<file path="config.mk">
export PLATFORM = sky130hd
export DESIGN_NAME = shared_resource_pipelined_flat
export DESIGN_NICKNAME = d
export VERILOG_FILES = /design/src/rtl/shared_resource_pipelined_if.sv /design/src/rtl/shared_resource_pipelined.sv /design/src/flat_wrapper.sv
export SDC_FILE = /design/constraint.sdc
export NUM_CORES = 1
export LEC_CHECK = 0
export BUFFER_PORTS_ARGS = -buffer_cell sky130_fd_sc_hd__buf_2
export CORE_MARGIN = 2
export CORE_UTILIZATION = 60
export CTS_BUF_LIST = sky130_fd_sc_hd__clkbuf_8
export CTS_CLUSTER_DIAMETER = 80
export CTS_CLUSTER_SIZE = 8
export DETAILED_ROUTE_END_ITERATION = 8
export GPL_ROUTABILITY_DRIVEN = 0
export PLACE_DENSITY = 0.82
export SYNTH_ARGS = -nofsm -noshare
export SYNTH_HDL_FRONTEND = slang
export SYNTH_SLANG_ARGS = --single-unit
</file>
<file path="constraint.sdc">
create_clock -name clk -period 4.3 [get_ports clk]
set_input_delay 0.86 -clock clk [delete_from_list [all_inputs] [get_ports clk]]
set_output_delay 0.86 -clock clk [all_outputs]
set_load 0.02 [all_outputs]
</file>
<file path="src/rtl/shared_resource_pipelined_if.sv">
// Request/response bus of the pipelined shared resource.
//   master : requester/consumer side (drives in_address, in_id, in_valid, in_resp_rdy)
//   slave  : resource side (drives out_ready, out_data, out_id, out_valid, out_busy, out_count)
// Width macros ADDRESS_WIDTH / DATA_WIDTH / ID_WIDTH fall back to defaults when undefined.
`ifndef ADDRESS_WIDTH
`define ADDRESS_WIDTH 16
`endif
`ifndef DATA_WIDTH
`define DATA_WIDTH 32
`endif
`ifndef ID_WIDTH
`define ID_WIDTH 4
`endif

interface shared_resource_pipelined_if #(
  parameter int unsigned ADDR_W = `ADDRESS_WIDTH,
  parameter int unsigned DATA_W = `DATA_WIDTH,
  parameter int unsigned ID_W   = `ID_WIDTH,
  parameter int unsigned CNT_W  = 3
);
  logic [ADDR_W-1:0] in_address;
  logic [ID_W-1:0]   in_id;
  logic              in_valid;
  logic              out_ready;
  logic [DATA_W-1:0] out_data;
  logic [ID_W-1:0]   out_id;
  logic              out_valid;
  logic              in_resp_rdy;
  logic              out_busy;
  logic [CNT_W-1:0]  out_count;

  modport master (
    output in_address, in_id, in_valid, in_resp_rdy,
    input  out_ready, out_data, out_id, out_valid, out_busy, out_count
  );

  modport slave (
    input  in_address, in_id, in_valid, in_resp_rdy,
    output out_ready, out_data, out_id, out_valid, out_busy, out_count
  );
endinterface

</file>
<file path="src/rtl/shared_resource_pipelined.sv">
// Pipelined shared resource model: accepts tagged address requests into an in-order
// circular FIFO of DEPTH entries and returns {address + OFFSET, id} once the entry has
// aged DELAY cycles. The response side is valid/ready so a slow consumer back-pressures.
// Ports:
//   clk, reset  clock; asynchronous active-high reset
//   in_flush    flush all in-flight entries (only when SHARED_RES_FLUSH_EN is defined)
//   bus         shared_resource_pipelined_if.slave request/response bus
// All bus outputs are decoded from registered state only (no in->out path).
// Optional feature macro: SHARED_RES_FLUSH_EN.
`ifndef ADDRESS_WIDTH
`define ADDRESS_WIDTH 16
`endif
`ifndef DATA_WIDTH
`define DATA_WIDTH 32
`endif
`ifndef ID_WIDTH
`define ID_WIDTH 4
`endif
`ifndef RESOURCE_DELAY
`define RESOURCE_DELAY 4
`endif

module shared_resource_pipelined #(
  parameter int unsigned ADDR_W = `ADDRESS_WIDTH,
  parameter int unsigned DATA_W = `DATA_WIDTH,
  parameter int unsigned ID_W   = `ID_WIDTH,
  parameter int unsigned DELAY  = `RESOURCE_DELAY,
  parameter int unsigned DEPTH  = 4,
  parameter logic [31:0] OFFSET = 32'h200,
  parameter int unsigned CNT_W  = $clog2(DEPTH + 1)
) (
  input  logic clk,
  input  logic reset,
`ifdef SHARED_RES_FLUSH_EN
  input  logic in_flush,
`endif
  shared_resource_pipelined_if.slave bus
);

  localparam int unsigned PTR_W = (DEPTH > 1) ? $clog2(DEPTH) : 1;
  localparam int unsigned TMR_W = $clog2(DELAY + 1);

  logic [DATA_W-1:0] data_q  [DEPTH];
  logic [DATA_W-1:0] data_d  [DEPTH];
  logic [ID_W-1:0]   id_q    [DEPTH];
  logic [ID_W-1:0]   id_d    [DEPTH];
  logic [TMR_W-1:0]  timer_q [DEPTH];
  logic [TMR_W-1:0]  timer_d [DEPTH];
  logic [DEPTH-1:0]  valid_q, valid_d;
  logic [PTR_W-1:0]  wr_ptr_q, wr_ptr_d;
  logic [PTR_W-1:0]  rd_ptr_q, rd_ptr_d;
  logic [CNT_W-1:0]  count_q, count_d;

  logic head_valid;
  logic head_done;
  logic not_full;
  logic push;
  logic pop;

  function automatic logic [PTR_W-1:0] ptr_inc(input logic [PTR_W-1:0] p);
    return (p == PTR_W'(DEPTH - 1)) ? '0 : p + 1'b1;
  endfunction

  assign head_valid = valid_q[rd_ptr_q];
  assign head_done  = (timer_q[rd_ptr_q] == TMR_W'(DELAY));
  assign not_full   = (count_q < CNT_W'(DEPTH));

  assign bus.out_ready = not_full;
  assign bus.out_valid = head_valid & head_done;
  assign bus.out_data  = head_valid ? data_q[rd_ptr_q] : '0;
  assign bus.out_id    = head_valid ? id_q[rd_ptr_q]   : '0;
  assign bus.out_busy  = (count_q != '0);
  assign bus.out_count = count_q;

  assign push = bus.in_valid & not_full;
  assign pop  = bus.out_valid & bus.in_resp_rdy;

  always_comb begin
    data_d   = data_q;
    id_d     = id_q;
    timer_d  = timer_q;
    valid_d  = valid_q;
    wr_ptr_d = wr_ptr_q;
    rd_ptr_d = rd_ptr_q;
    count_d  = count_q;

    // Every valid entry ages each cycle, independent of head stalls.
    for (int unsigned i = 0; i < DEPTH; i++) begin
      if (valid_q[i] && (timer_q[i] != TMR_W'(DELAY))) begin
        timer_d[i] = timer_q[i] + 1'b1;
      end
    end

    // Push never targets the popped slot: a push needs count < DEPTH, so wr != rd
    // whenever a pop is possible.
    if (pop) begin
      valid_d[rd_ptr_q] = 1'b0;
      rd_ptr_d          = ptr_inc(rd_ptr_q);
    end

    if (push) begin
      data_d[wr_ptr_q]  = DATA_W'(bus.in_address) + DATA_W'(OFFSET);
      id_d[wr_ptr_q]    = bus.in_id;
      timer_d[wr_ptr_q] = TMR_W'(1);
      valid_d[wr_ptr_q] = 1'b1;
      wr_ptr_d          = ptr_inc(wr_ptr_q);
    end

    case ({push, pop})
      2'b10:   count_d = count_q + 1'b1;
      2'b01:   count_d = count_q - 1'b1;
      default: count_d = count_q;
    endcase

`ifdef SHARED_RES_FLUSH_EN
    // Flush overrides any same-cycle push or pop.
    if (in_flush) begin
      valid_d  = '0;
      wr_ptr_d = '0;
      rd_ptr_d = '0;
      count_d  = '0;
    end
`endif
  end

  always_ff @(posedge clk or posedge reset) begin
    if (reset) begin
      for (int unsigned i = 0; i < DEPTH; i++) begin
        data_q[i]  <= '0;
        id_q[i]    <= '0;
        timer_q[i] <= '0;
      end
      valid_q  <= '0;
      wr_ptr_q <= '0;
      rd_ptr_q <= '0;
      count_q  <= '0;
    end else begin
      data_q   <= data_d;
      id_q     <= id_d;
      timer_q  <= timer_d;
      valid_q  <= valid_d;
      wr_ptr_q <= wr_ptr_d;
      rd_ptr_q <= rd_ptr_d;
      count_q  <= count_d;
    end
  end

endmodule

</file>
<file path="src/flat_wrapper.sv">
// flat-port wrapper written by rule: the top's interface ports become plain ports
module shared_resource_pipelined_flat 
#(
  parameter int unsigned ADDR_W = `ADDRESS_WIDTH,
  parameter int unsigned DATA_W = `DATA_WIDTH,
  parameter int unsigned ID_W   = `ID_WIDTH,
  parameter int unsigned DELAY  = `RESOURCE_DELAY,
  parameter int unsigned DEPTH  = 4,
  parameter logic [31:0] OFFSET = 32'h200,
  parameter int unsigned CNT_W  = $clog2(DEPTH + 1)
)
  (clk, reset, bus_in_address, bus_in_id, bus_in_valid, bus_in_resp_rdy, bus_out_ready, bus_out_data, bus_out_id, bus_out_valid, bus_out_busy, bus_out_count);
  shared_resource_pipelined_if #(.ADDR_W(ADDR_W), .DATA_W(DATA_W), .ID_W(ID_W), .CNT_W(CNT_W)) bus_i ();
  input  logic clk;
  input  logic reset;
  input wire logic [$bits(bus_i.in_address)-1:0] bus_in_address;
  input wire logic [$bits(bus_i.in_id)-1:0] bus_in_id;
  input wire logic [$bits(bus_i.in_valid)-1:0] bus_in_valid;
  input wire logic [$bits(bus_i.in_resp_rdy)-1:0] bus_in_resp_rdy;
  output wire logic [$bits(bus_i.out_ready)-1:0] bus_out_ready;
  output wire logic [$bits(bus_i.out_data)-1:0] bus_out_data;
  output wire logic [$bits(bus_i.out_id)-1:0] bus_out_id;
  output wire logic [$bits(bus_i.out_valid)-1:0] bus_out_valid;
  output wire logic [$bits(bus_i.out_busy)-1:0] bus_out_busy;
  output wire logic [$bits(bus_i.out_count)-1:0] bus_out_count;
  assign bus_i.in_address = bus_in_address;
  assign bus_i.in_id = bus_in_id;
  assign bus_i.in_valid = bus_in_valid;
  assign bus_i.in_resp_rdy = bus_in_resp_rdy;
  assign bus_out_ready = bus_i.out_ready;
  assign bus_out_data = bus_i.out_data;
  assign bus_out_id = bus_i.out_id;
  assign bus_out_valid = bus_i.out_valid;
  assign bus_out_busy = bus_i.out_busy;
  assign bus_out_count = bus_i.out_count;
  shared_resource_pipelined #(.ADDR_W(ADDR_W), .DATA_W(DATA_W), .ID_W(ID_W), .DELAY(DELAY), .DEPTH(DEPTH), .OFFSET(OFFSET), .CNT_W(CNT_W)) u_core (.clk(clk), .reset(reset), .bus(bus_i));
endmodule
</file>
== Word-level counts from Yosys, hierarchy flattened ==
Index checks and enable logic that the tools add are counted.
Cells by class
  add/subtract/negate cells: 9
  order comparisons: 8
  eq/ne operators: 9
  muxes and demuxes: 35
  bitwise gates (word level): 11
  reduce and logical (&&, ||, !) cells: 9
Operators by type and width (number)
  bitwise mux 128 bit: 1
  two-way mux 32 bit: 4
  binary-select mux 32 bit (select 2 bit): 1
  demux 32 bit (select 2 bit): 1
  two-way mux 4 bit: 6
  two-way mux 3 bit: 7
  adder 16 x 10 -> 17 bit (second input constant): 1
  bitwise mux 16 bit: 1
  adder 3 x 1 -> 3 bit (second input constant): 5
  two-way mux 12 bit: 1
  != test 3 bit (second input constant): 4
  AND 8 bit: 1
  binary-select mux 4 bit (select 2 bit): 1
  demux 4 bit (select 2 bit): 1
  NOT 8 bit: 1
  OR 4 bit: 2
  logical AND 1 bit: 7
  binary-select mux 3 bit (select 2 bit): 1
  demux 3 bit (select 2 bit): 1
  == test 2 bit (second input constant): 3
  greater-or-equal comparator 3 bit (second input constant): 2
  < comparator 2 x 3 -> 1 bit (second input constant): 2
  NOT 2 -> 3 bit: 2
  one-hot mux 3 bit (2 select lines): 1
  16 further kinds: 24
Word-level totals
  flip-flop bits (word level): 167
  output and inout bits: 42

== Longest topological paths before layout ==
  depth after elaboration: 10
  gate-level depth with buffers: 10
  gate-level depth less buffers: 9

== Worst setup path after synthesis ==
OpenSTA, ideal clock, no wires.
  kind: register to output
  start: register u_core.rd_ptr_q[1]
  end: output port bus_out_valid
  arrival: 1.701 ns
  data required time: 3.440 ns
  path slack: 1.739 ns
  stages on the path, launching flop included: 6
  buffers on the path: 2
  cell sequence: dfrtp_1 -> buf_6 -> mux2i_1 -> mux2_2 -> clkbuf_1 -> a211oi_1
On the way
  cells in the longest elaborated chain, start to end: 6
  elaborated cells on any way between the ends: 8
  those cells by class: eq/ne: 1; mux: 5; bitwise: 2
Ends and longest elaborated chain
  start, declared: RTL line shared_resource_pipelined.sv:51  | logic [PTR_W-1:0] rd_ptr_q, rd_ptr_d;
  start signal, assigned: RTL line shared_resource_pipelined.sv:143  | rd_ptr_q <= rd_ptr_d;
  NOT 2 -> 3 bit (implied by the code): RTL line shared_resource_pipelined.sv:65  | assign head_done = (timer_q[rd_ptr_q] == TMR_W'(DELAY));
  binary-select mux 3 bit (select 2 bit): RTL line shared_resource_pipelined.sv:65
  two-way mux 3 bit (implied by the code) (2 in series): RTL line shared_resource_pipelined.sv:65
  == test 3 bit: RTL line shared_resource_pipelined.sv:65
  AND 1 bit *: RTL line shared_resource_pipelined.sv:69  | assign bus.out_valid = head_valid & head_done;
  end, declared: RTL line flat_wrapper.sv:23  | output wire logic [$bits(bus_i.out_valid)-1:0] bus_out_valid;
Mark *: on every way between the ends. The rest lies on a longest branch, timed or not. The select of a mux whose other input is x is not followed.

== Final worst setup path ==
  start: register u_core.rd_ptr_q[1]
  end: output port bus_out_data[3]
On the way
  cells in the longest elaborated chain, start to end: 5
  elaborated cells on any way between the ends: 7
  those cells by class: mux: 6; bitwise: 1
Ends and longest elaborated chain
  NOT 2 -> 3 bit (implied by the code): RTL line shared_resource_pipelined.sv:70  | assign bus.out_data = head_valid ? data_q[rd_ptr_q] : '0;
  binary-select mux 32 bit (select 2 bit): RTL line shared_resource_pipelined.sv:70
  two-way mux 32 bit (implied by the code) (2 in series): RTL line shared_resource_pipelined.sv:70
  two-way mux 32 bit *: RTL line shared_resource_pipelined.sv:70
  end, declared: RTL line flat_wrapper.sv:21  | output wire logic [$bits(bus_i.out_data)-1:0] bus_out_data;
Marked as above.

==> reports/qor.txt <==
Status: complete, no violations
Crit-path max FO: 19
Pwr Density: 800 nW/µm²
Number of global-route vias before repair: 3448
Area after DPL: 5570 µm²
Largest net degree at the start of global routing: 48
CTS Root Cell: clkbuf_8
Fin crit share: 81.2%
PortBufs: 50
Rows: 34
Lkg Pwr: 2.69 nW
Max incr delay on CP: 0.79 ns
Post-Synth XOR/XNOR Area: 1.98%
Detailed Place HPWL: 7.01 mm
Final Hold Viols: 0
Setup violations, final: 0
# DRC: 0
CTS Sinks: 107
Area Overhead vs Synth: 8.92%
Max_slew headroom: 32.6%
Critical Path AT: 2.63 ns
Critical path class: flip-flop to primary output
RSZ-0062 raised after global routing: no
CTS clock-pin slew for the worst setup and hold paths: 0.11 ns
DRT iter0 DRCs: 113
DR WL/cell: 17.4 µm
Ys Warns: 0
Multiplexer share of the synthesized area: 22.5%
Via density: 5.66
Global Route Usage Sum: 22.1%
Min Tclk post-route: 3.49 ns
Area of the multi-input gates: 2390 µm²
CTS tree: built
NumNets Final: 512
CP required: 3.44 ns
Ports: 66
Design Power: 4.62 mW
Grt met1 use: 27.5%
Met3 usage: 5.23%
Syn Inst Count: 424
Global Route met2 Usage: 38.8%
1st-pass router iterations: 4
Flops & latches, synth: 107
Clk_lat worst skew: 0.38 ns
Netlist cell types: 37
Top Usage Layer GRT: met2
Cell family with most CP delay: flip-flops
Antenna-violating nets left: 0
Die H: 98.0 µm
Critical path, cell by cell: buf_4, mux4_4, nor2b_1, buf_2
Clock Skews: 0.0181 ns
Sequential Area: 2680 µm²
Compound-cell area share of the yosys netlist: 5.62%
TritonCTS buffer count: 9
Detailed-route via count: 3296
Die area: 9600 µm²
Slew at the pin with the worst max-slew slack: 1.01 ns
Die X-Extent: 98.0 µm
Grt ovf: 0
Sequential share of the synthesized area: 50.5%
Drt total wl: 10.1 mm
Commonest non-fill, non-tap cell in the layout: dfrtp_1
Synth Area in Adders: 4.63%
Hold_buf cts: 0
Final non-filler cell area: 5770 µm²
Initial antenna violation count: 0
CTS H-tree lvls: 3
Netlist Area Pre-Place: 5300 µm²
Max IR drop VDD: 429 µV
HP Class: input pin to asynchronous set/reset pin
Main combinational cell family by area after synthesis: multiplexers
Layout cells sized above 1: 31.6%
Simple-gate portion of the synthesized area: 9.32%
Crit path buffers/inverters: 2
Post_cts resized: 0
Diodes inserted: 0
Commonest non-fill, non-tap cells in the layout: dfrtp_1 (107), mux2_2 (59), buf_2 (50), nand2_1 (38), o21ai_0 (30)
Starting density of the core: 61.4%
Hold_ws: 0.426 ns
First-pass GRT wire length: 16.6 mm
Crit. End Element: primary output
Max Cap Viol: 0
Core area: 8640 µm²
Fillers: 628
CTS Buffer Depth: 2
Post-CTS Setup Repair Bufs: 0
Fmax: 0.286 GHz
Fin. max-slew vios: 0
CP Launch Type: flip-flop
Worst-path cell with the longest stage delay: dfrtp_1
Average cell area after synthesis: 12.5 µm²
Sum of negative setup slack: 0 ns
## worst paths after layout
check,slack (ns),startpoint,depth (start not counted),to
min reg2reg,0.49,u_core.data_q[76]$_DFFE_PP0P_,2,u_core.data_q[76]$_DFFE_PP0P_
max in group asynchronous,2.95,reset,3,u_core.valid_q[2]$_DFF_PP0_
min,0.43,reset,2,u_core.data_q[43]$_DFFE_PP0P_
max reg2reg,1.09,u_core.rd_ptr_q[1]$_DFFE_PP0N_,9,u_core.bus.out_count[2]$_DFFE_PP0P_
min in group clk,0.49,u_core.data_q[76]$_DFFE_PP0P_,2,u_core.data_q[76]$_DFFE_PP0P_
max,0.81,u_core.rd_ptr_q[1]$_DFFE_PP0N_,4,bus_out_data[3]
## registers in the layout, indices dropped and copies added, names as in the netlist
name,cells
u_core.wr_ptr_q,2
u_core.data_q,68
u_core.rd_ptr_q,2
u_core.bus.out_count,3
u_core.valid_q,4
u_core.timer_q,12
u_core.id_q,16
## kinds of logic after synthesis
logic type      Yosys count
flops                   107
buf+inv                  55
compound gates           50
xor+xnor                 12
other cells               1
simple gates             97
fa+ha+maj                19
mux                      83
## where the power goes
part	internal (mW)	leakage (nW)	switching, mW
registers	1.49	1.30	0.334
logic	1.07	1.29	1.11
clock network	0.243	0.0997	0.378
## cells in the mapped netlist, drive strengths merged
cell type	number	area, µm²
dfrtp	107	2680
mux2	59	664
nand2	38	143
o21ai	30	150
nor2b	22	138
buf	21	158
mux4	21	497
inv	19	71.3
ha	18	225
clkbuf	15	56.3
nor2	15	56.3
a21oi	8	40.0
xnor2	7	61.3
xor2	5	43.8
a21boi	4	30.0
a31oi	4	25.0
and2	4	25.0
and4b	4	40.0
nand3	4	20.0
nor3	4	20.0
mux2i	3	30.0
a2111oi	1	27.5
a211oi	1	7.51
a311oi	1	8.76
a41oi	1	8.76
and3	1	6.26
and4	1	8.76
conb	1	3.75
fa	1	20.0
nand4	1	6.26
nor4b	1	15.0
nor4bb	1	10.0
or3	1	6.26
## final cells by class
cell class	instances	share of cell area [%]
repair buffers	56	5.11
multi-input cells	276	41.4
flip-flops and latches	107	46.4
inverters	19	1.28
clock inverters	6	1.11
clock buffers	10	2.38
well taps	108	2.34
## stage by stage
stage,setup WS (ns),util (%),cells
global route,0.673,66.9,582
CTS,0.760,66.9,582
detailed placement,1.05,64.5,566
floorplan,0.623,-,438
global placement,1.15,64.5,566
finish,0.809,66.9,582
## routing by layer
metal	share of wire, %	wire (µm)	vias to the layer above
met4	1.2	126	0
li1	-	-	1540
met5	0	0	-
met1	42	4190	1672
met3	4.0	405	12
met2	53	5380	72
(Power assumes the default switching activity.)
